==> src/rtl/vending_machine_multi.sv <==
// Multi-item vending controller.
// Accepts unit coins, tracks credit, dispenses one of N_ITEM products at
// per-item prices and returns change one coin unit at a time. All panel
// inputs are edge-detected here. Outputs depend only on registered state,
// so every response appears one cycle after the input edge that caused it.
module vending_machine_multi #(
    parameter int                         N_ITEM       = 4,
    parameter int                         CREDIT_W     = 4,
    parameter int                         MAX_CREDIT   = 9,
    parameter logic [N_ITEM*CREDIT_W-1:0] PRICE        = {4'd3, 4'd2, 4'd2, 4'd1},
    parameter int                         DISPENSE_CYC = 3
) (
    input  logic                clk,
    input  logic                rst_n,
    input  logic                i_coin,
    input  logic [N_ITEM-1:0]   i_sel,
    input  logic                i_cancel,
    output logic [N_ITEM-1:0]   o_led,
    output logic [N_ITEM-1:0]   o_item,
    output logic                o_change,
    output logic                o_reject,
    output logic [CREDIT_W-1:0] o_credit,
    output logic [7:0]          o_seg,
    output logic                o_busy
);

    localparam int CNT_W = (DISPENSE_CYC > 1) ? $clog2(DISPENSE_CYC) : 1;
    localparam logic [CNT_W-1:0]    CNT_LOAD = CNT_W'(DISPENSE_CYC - 1);
    localparam logic [CREDIT_W-1:0] MAX_C    = CREDIT_W'(MAX_CREDIT);
    localparam logic [CREDIT_W-1:0] ONE_C    = CREDIT_W'(1);

    typedef enum logic [1:0] {
        ST_IDLE   = 2'd0,
        ST_CREDIT = 2'd1,
        ST_VEND   = 2'd2,
        ST_CHANGE = 2'd3
    } state_t;

    state_t              state_reg;
    logic [CREDIT_W-1:0] credit_reg;
    logic [N_ITEM-1:0]   item_reg;
    logic                change_reg;
    logic                reject_reg;
    logic [CNT_W-1:0]    cnt_reg;

    // Previous-value registers for edge detection
    logic                coin_prev_reg;
    logic [N_ITEM-1:0]   sel_prev_reg;
    logic                cancel_prev_reg;

    logic                coin_edge;
    logic [N_ITEM-1:0]   sel_edge;
    logic                cancel_edge;

    logic [CREDIT_W-1:0] price_arr [N_ITEM];

    logic                sel_found;
    logic [N_ITEM-1:0]   sel_onehot;
    logic [CREDIT_W-1:0] sel_price;
    logic                sel_ok;

    logic [31:0]         credit_ext;
    logic [7:0]          seg_next;

    assign coin_edge   = i_coin & ~coin_prev_reg;
    assign sel_edge    = i_sel & ~sel_prev_reg;
    assign cancel_edge = i_cancel & ~cancel_prev_reg;

    // Per-item price slices and affordability LEDs
    generate
        for (genvar gi = 0; gi < N_ITEM; gi++) begin : g_item
            assign price_arr[gi] = PRICE[gi*CREDIT_W +: CREDIT_W];
            assign o_led[gi]     = (state_reg == ST_CREDIT)
                                 && (price_arr[gi] != '0)
                                 && (credit_reg >= price_arr[gi]);
        end
    endgenerate

    // Pick the lowest-index item button that saw a rising edge
    always_comb begin
        sel_found  = 1'b0;
        sel_onehot = '0;
        sel_price  = '0;
        for (int k = 0; k < N_ITEM; k++) begin
            if (!sel_found && sel_edge[k]) begin
                sel_found     = 1'b1;
                sel_onehot[k] = 1'b1;
                sel_price     = price_arr[k];
            end
        end
    end

    assign sel_ok = sel_found && (sel_price != '0) && (credit_reg >= sel_price);

    // Main controller: edge history, state, credit and registered strobes
    always_ff @(posedge clk) begin
        if (!rst_n) begin
            state_reg       <= ST_IDLE;
            credit_reg      <= '0;
            item_reg        <= '0;
            change_reg      <= 1'b0;
            reject_reg      <= 1'b0;
            cnt_reg         <= '0;
            // Load ones so inputs held high across reset release do not edge
            coin_prev_reg   <= 1'b1;
            sel_prev_reg    <= '1;
            cancel_prev_reg <= 1'b1;
        end else begin
            coin_prev_reg   <= i_coin;
            sel_prev_reg    <= i_sel;
            cancel_prev_reg <= i_cancel;
            reject_reg      <= 1'b0;

            case (state_reg)
                ST_IDLE: begin
                    if (coin_edge) begin
                        credit_reg <= ONE_C;
                        state_reg  <= ST_CREDIT;
                    end
                end

                ST_CREDIT: begin
                    if (cancel_edge) begin
                        // Credit is always nonzero here, so the first pulse goes out next cycle
                        state_reg  <= ST_CHANGE;
                        change_reg <= 1'b1;
                        reject_reg <= coin_edge;
                    end else if (sel_found) begin
                        reject_reg <= coin_edge;
                        if (sel_ok) begin
                            credit_reg <= credit_reg - sel_price;
                            item_reg   <= sel_onehot;
                            cnt_reg    <= CNT_LOAD;
                            state_reg  <= ST_VEND;
                        end
                    end else if (coin_edge) begin
                        if (credit_reg < MAX_C) begin
                            credit_reg <= credit_reg + ONE_C;
                        end else begin
                            reject_reg <= 1'b1;
                        end
                    end
                end

                ST_VEND: begin
                    reject_reg <= coin_edge;
                    if (cnt_reg == '0) begin
                        item_reg <= '0;
                        if (credit_reg != '0) begin
                            state_reg  <= ST_CHANGE;
                            change_reg <= 1'b1;
                        end else begin
                            state_reg <= ST_IDLE;
                        end
                    end else begin
                        cnt_reg <= cnt_reg - CNT_W'(1);
                    end
                end

                ST_CHANGE: begin
                    reject_reg <= coin_edge;
                    // Credit drops at the end of each high cycle; leave after the trailing low cycle
                    if (change_reg) begin
                        change_reg <= 1'b0;
                        credit_reg <= credit_reg - ONE_C;
                    end else if (credit_reg == '0) begin
                        state_reg <= ST_IDLE;
                    end else begin
                        change_reg <= 1'b1;
                    end
                end

                default: begin
                    state_reg <= ST_IDLE;
                end
            endcase
        end
    end

    assign credit_ext = 32'(credit_reg);

    // Seven-segment decode of the credit, dash when out of digit range
    always_comb begin
        seg_next = 8'h40;
        case (credit_ext)
            32'd0:   seg_next = 8'h3F;
            32'd1:   seg_next = 8'h06;
            32'd2:   seg_next = 8'h5B;
            32'd3:   seg_next = 8'h4F;
            32'd4:   seg_next = 8'h66;
            32'd5:   seg_next = 8'h6D;
            32'd6:   seg_next = 8'h7D;
            32'd7:   seg_next = 8'h07;
            32'd8:   seg_next = 8'h7F;
            32'd9:   seg_next = 8'h6F;
            default: seg_next = 8'h40;
        endcase
    end

    assign o_item   = item_reg;
    assign o_change = change_reg;
    assign o_reject = reject_reg;
    assign o_credit = credit_reg;
    assign o_seg    = seg_next;
    assign o_busy   = (state_reg == ST_VEND) || (state_reg == ST_CHANGE);

endmodule
==> config.mk <==
export PLATFORM = sky130hd
export DESIGN_NAME = vending_machine_multi
export DESIGN_NICKNAME = d
export VERILOG_FILES = /design/src/rtl/vending_machine_multi.sv
export SDC_FILE = /design/constraint.sdc
export NUM_CORES = 1
export LEC_CHECK = 0
export CELL_PAD_IN_SITES_DETAIL_PLACEMENT = 0
export CELL_PAD_IN_SITES_GLOBAL_PLACEMENT = 1
export CORE_UTILIZATION = 42
export CTS_CLUSTER_DIAMETER = 30
export DETAILED_ROUTE_END_ITERATION = 16
export PLACE_DENSITY_LB_ADDON = 0.15
export RECOVER_POWER = 50
export SLEW_MARGIN = 10
export SYNTH_ARGS = -nofsm -noshare
export SYNTH_HDL_FRONTEND = slang
export SYNTH_SLANG_ARGS = --single-unit
==> constraint.sdc <==
create_clock -name clk -period 8.6 [get_ports clk]
set_clock_uncertainty 0.1 [all_clocks]
set_input_delay 0.86 -clock clk [delete_from_list [all_inputs] [get_ports clk]]
set_output_delay 0.86 -clock clk [all_outputs]
set_load 0.02 [all_outputs]
==> run summary <==
CELLS AND AREA
--------------------------------------------------------------------------------------------------
Fill cell total of the finished layout ..............................................          353
Post-synthesis to final-layout area growth ..........................................       20.51%
Area of the multi-input gates .......................................................     1046 um2
Number of flip-flops under the largest register name ................................            7
Antenna cell count ..................................................................            0
Finished Cell Area ..................................................................     2051 um2
Nets@finish .........................................................................          246
Post-layout instance count excluding filler cells ...................................          267
Final cell utilization of the core ..................................................       54.38%
Fraction of final layout cells sized beyond drive strength 1 ........................       8.676%
Flip-flop and latch area ............................................................    540.5 um2

CLOCK TREE
--------------------------------------------------------------------------------------------------
Number of setup buffers added after CTS .............................................            0
Cell at the root of the clock tree .................................................. sky130_fd_sc_hd__clkbuf_8
Clock transition time at the flip-flop clock pins of the worst setup and hold paths .      0.10 ns
TritonCTS clock tree ................................................................          yes
Depth of the CTS H-tree .............................................................            1
Max Buffers Root-to-Sink ............................................................            2
Clock buffer count from CTS .........................................................            3
Count of hold-fix buffers inserted at cts ...........................................            0
# resized after CTS .................................................................            0
Worst-skew pair later-pin latency ...................................................      0.27 ns
Num Clock Sinks .....................................................................           27

SYNTHESIS
--------------------------------------------------------------------------------------------------
Top area cells in the synthesized netlist ........................................... sky130_fd_sc_hd__dfxtp_1 32%, sky130_fd_sc_hd__ha_1 13%, sky130_fd_sc_hd__nand2b_1 4.4%
Register area share after synthesis .................................................       31.76%
Number of distinct standard cells referenced by the synthesized netlist .............           45
Count of flip-flops with a built-in enable after synthesis ..........................            0
Dominant cell type by area after synthesis .......................................... sky130_fd_sc_hd__dfxtp_1
Flop and latch count out of synthesis ...............................................           27
Synthesized netlist cell count ......................................................          196
Syn_area_per_cell ...................................................................    8.682 um2
Primary flip-flop cell chosen by synthesis mapping .................................. sky130_fd_sc_hd__dfxtp_1
Post-synth top area share ...........................................................       31.76%
Ys Warns ............................................................................            0
Share of async-settable or async-resettable flops after synthesis ...................           0%
Post-Syn Area .......................................................................     1702 um2
Post-synthesis net count ............................................................          222

DIE
--------------------------------------------------------------------------------------------------
Starting density of the core ........................................................       45.12%
Boundary Pins .......................................................................           31
Floorplan row count .................................................................           22
Die Outline Area ....................................................................     4310 um2
Die height ..........................................................................     65.65 um
Die outline width ...................................................................     65.65 um
Placeable Area ......................................................................     3771 um2

STATUS
--------------------------------------------------------------------------------------------------
Outcome ............................................................................. finished, final reports clean

PWR
--------------------------------------------------------------------------------------------------
Proportion of power drawn by combinational gates ....................................        27.5%
Max VDD drop ........................................................................ 0.00007700 V
Internal power ......................................................................    0.2029 mW
Leakage .............................................................................    0.8568 nW
Seq pwr share .......................................................................        47.4%
Clock share of power ................................................................        25.1%
Power per unit of standard cell area ................................................ 145.6 nW/um2
Sw frac .............................................................................       32.07%
Switching component of the power ....................................................   0.09575 mW

PLACEMENT
--------------------------------------------------------------------------------------------------
Placed cell count ...................................................................          263
# port buffers ......................................................................           29
Area after DPL ......................................................................     2002 um2
Final weighted congestion in routability-driven placement ...........................       0.8038
Dpl hpwl ............................................................................      2742 um

MIN PATH
--------------------------------------------------------------------------------------------------
Min-Delay Startpoint ................................................................    o_item[2]
Endpoint, Worst Hold ................................................................    o_item[2]
Hold Crit Depth .....................................................................            2
Worst hold path type ................................................................ register to register

FLOW RUN
--------------------------------------------------------------------------------------------------
Maximum capacitance violations ......................................................            0

DRT
--------------------------------------------------------------------------------------------------
Number of search-and-repair iterations in the first detailed-routing pass ...........            4
Vias ................................................................................        1,417
Drt drc .............................................................................            0
Antenna violation net count after detailed routing ..................................            0
Total wire length ...................................................................      3621 um
Routed via count divided by cell count ..............................................        5.307
Routed WL per cell ..................................................................     13.56 um
Starting DRC count in detailed routing ..............................................           60

TIMING
--------------------------------------------------------------------------------------------------
Portion of the clock cycle consumed by the worst path in the final layout ...........       49.69%
RSZ-0062 raised after global routing ................................................        false
Max Freq ............................................................................   0.2340 GHz
Transition time of the tightest slew-check pin ......................................    0.6448 ns
Final Max Tran Viols ................................................................            0
Setup violators final ...............................................................            0
Min Tclk post-route .................................................................     4.273 ns
Min Hold Slack ......................................................................    0.4093 ns
Max_slew headroom ...................................................................       56.95%
Setup Total Neg Slack ...............................................................         0 ns
Count of final hold-check violations ................................................            0

SETUP PATH
--------------------------------------------------------------------------------------------------
Stage delay of the slowest cell on the critical path ................................      0.46 ns
Required time at the worst-slack endpoint ...........................................      8.68 ns
Dominant delay contributor by cell family on the critical path ...................... simple AND/OR/NAND/NOR gates
Number of cells on the worst reg-to-reg path ........................................           14
Endpoint kind of the worst setup timing path ........................................     register
Cell repeated most along the worst path ............................................. sky130_fd_sc_hd__ha_1
Worst setup path startpoint .........................................................     i_sel[1]
Count of buffer and inverter cells on the critical path .............................            2
Worst Path Max Fanout ...............................................................            5
Setup slack of the most critical reg-to-reg path ....................................      5.08 ns
Startpoint Class ....................................................................    input pin
Critical path start-end classification .............................................. input pin to register
Endpoint arrival time on the critical path ..........................................      4.36 ns
Ordered cell list for the critical path ............................................. clkdlybuf4s50_1 > nor2b_1 > nor2_1 > nand3b_1 > nand2_1 > ha_1 > nand2b_1 > a2111o_1 > mux2i_1 > a21oi_2 > a31oi_1 > inv_1 > ha_1 > or3_1 > o311ai_1
FF-to-FF Start ...................................................................... sel_prev_reg[1]
Reg-to-reg endpoint .................................................................     o_seg[0]
CP Depth ............................................................................           15
Slowest cell on crit path ........................................................... sky130_fd_sc_hd__clkdlybuf4s50_1

GLOBAL ROUTE
--------------------------------------------------------------------------------------------------
Overflow left after global routing ..................................................            0
Maximum number of pins on one net before global-route repair ........................           21
Total track usage ...................................................................       18.77%
Global-route wire length before repair ..............................................      6272 um
Number of antenna violations at the first check in global routing ...................            0
Vias in the first global route ......................................................        1,409

## worst max-delay path by stage
stage	to	slack [ns]
5_1_grt	o_seg[0]	4.07
2_1_floorplan	o_seg[0]	4.84
6_report	o_seg[0]	4.33
3_3_place_gp	o_seg[0]	4.22
3_5_place_dp	o_seg[0]	4.07
4_1_cts	o_seg[0]	4.34
## power groups by stage
stage	registers, mW	logic (mW)	clock network, mW
floorplan	0.147	0.0546	0
global placement	0.144	0.0825	0
detailed placement	0.145	0.0837	0
CTS	0.142	0.0845	0.0779
global route	0.143	0.0911	0.0834
finish	0.142	0.0822	0.0749
## layer usage
layer | routed length, um | vias to the layer above | GRT usage, %
met5 | 0 | - | 0
met1 | 1809 | 664 | 24.15
met2 | 1693 | 26 | 30.99
li1 | - | 723 | -
met4 | 36 | 0 | 5.978
met3 | 82 | 4 | 3.819
## cells in the final DEF (no fill, tap or decap), drive strengths merged, types with 4 or more instances in the layout
cell type	count
a21o	4
a21oi	14
clkdlybuf4s50	12
dfxtp	27
dlygate4sd3	17
ha	17
inv	15
mux2	5
nand2	18
nand2b	13
nand3	6
nand3b	4
nor2	13
nor2b	4
nor3	6
o21ai	8
## cells in the mapped netlist, types with 2 or more instances
| master | instances |
|---|---|
| sky130_fd_sc_hd__inv_4 | 2 |
| sky130_fd_sc_hd__nand2b_1 | 12 |
| sky130_fd_sc_hd__nand2_1 | 18 |
| sky130_fd_sc_hd__ha_1 | 17 |
| sky130_fd_sc_hd__o21ai_1 | 2 |
| sky130_fd_sc_hd__buf_4 | 3 |
| sky130_fd_sc_hd__nand3b_1 | 4 |
| sky130_fd_sc_hd__o311ai_1 | 3 |
| sky130_fd_sc_hd__nor2b_1 | 3 |
| sky130_fd_sc_hd__dfxtp_1 | 27 |
| sky130_fd_sc_hd__nor2_1 | 13 |
| sky130_fd_sc_hd__a31oi_1 | 3 |
| sky130_fd_sc_hd__xnor2_1 | 2 |
| sky130_fd_sc_hd__a21oi_1 | 13 |
| sky130_fd_sc_hd__o211ai_1 | 3 |
| sky130_fd_sc_hd__clkbuf_1 | 5 |
| sky130_fd_sc_hd__o21ai_0 | 6 |
| sky130_fd_sc_hd__nor3_1 | 6 |
| sky130_fd_sc_hd__mux2_2 | 5 |
| sky130_fd_sc_hd__nand3_1 | 5 |
| sky130_fd_sc_hd__a211oi_1 | 2 |
| sky130_fd_sc_hd__a21o_1 | 4 |
| sky130_fd_sc_hd__inv_1 | 13 |
| sky130_fd_sc_hd__and2_1 | 3 |
| sky130_fd_sc_hd__mux2i_1 | 2 |
## metrics by stage
step	power [mW]	setup WS [ns]
6_report	0.2986	4.327
5_1_grt	0.3175	4.072
4_1_cts	0.3041	4.337
3_5_place_dp	0.2282	4.071
3_3_place_gp	0.2270	4.224
2_1_floorplan	0.2012	4.842
## worst register-to-register path: cells and delay by family, from the launching register on
kind,cells,cell delay [ns]
flops,1,0.32
simple gates,6,1.10
buf+inv,1,0.16
compound gates,4,0.97
fa+ha+maj,2,0.46
mux,1,0.32
## layout make-up
cell class                 instances  share of cell area (%)
tap                               48                   2.929
timing repair buffer              29                   14.15
clock buffer                       3                   2.013
clock inverter                     1                  0.3661
inverter                          16                   3.173
multi-input combinational        143                   51.01
sequential                        27                   26.36
## logic make-up after synthesis
group / count (synthesis) / share of synthesized area, %
compound gates: 44 / 18.02
xor+xnor: 3 / 2.426
fa+ha+maj: 18 / 13.68
buf+inv: 26 / 6.764
flops: 27 / 31.76
mux: 7 / 4.485
other cells: 1 / 0.2204
simple gates: 70 / 22.65
(Power assumes the default switching activity.)
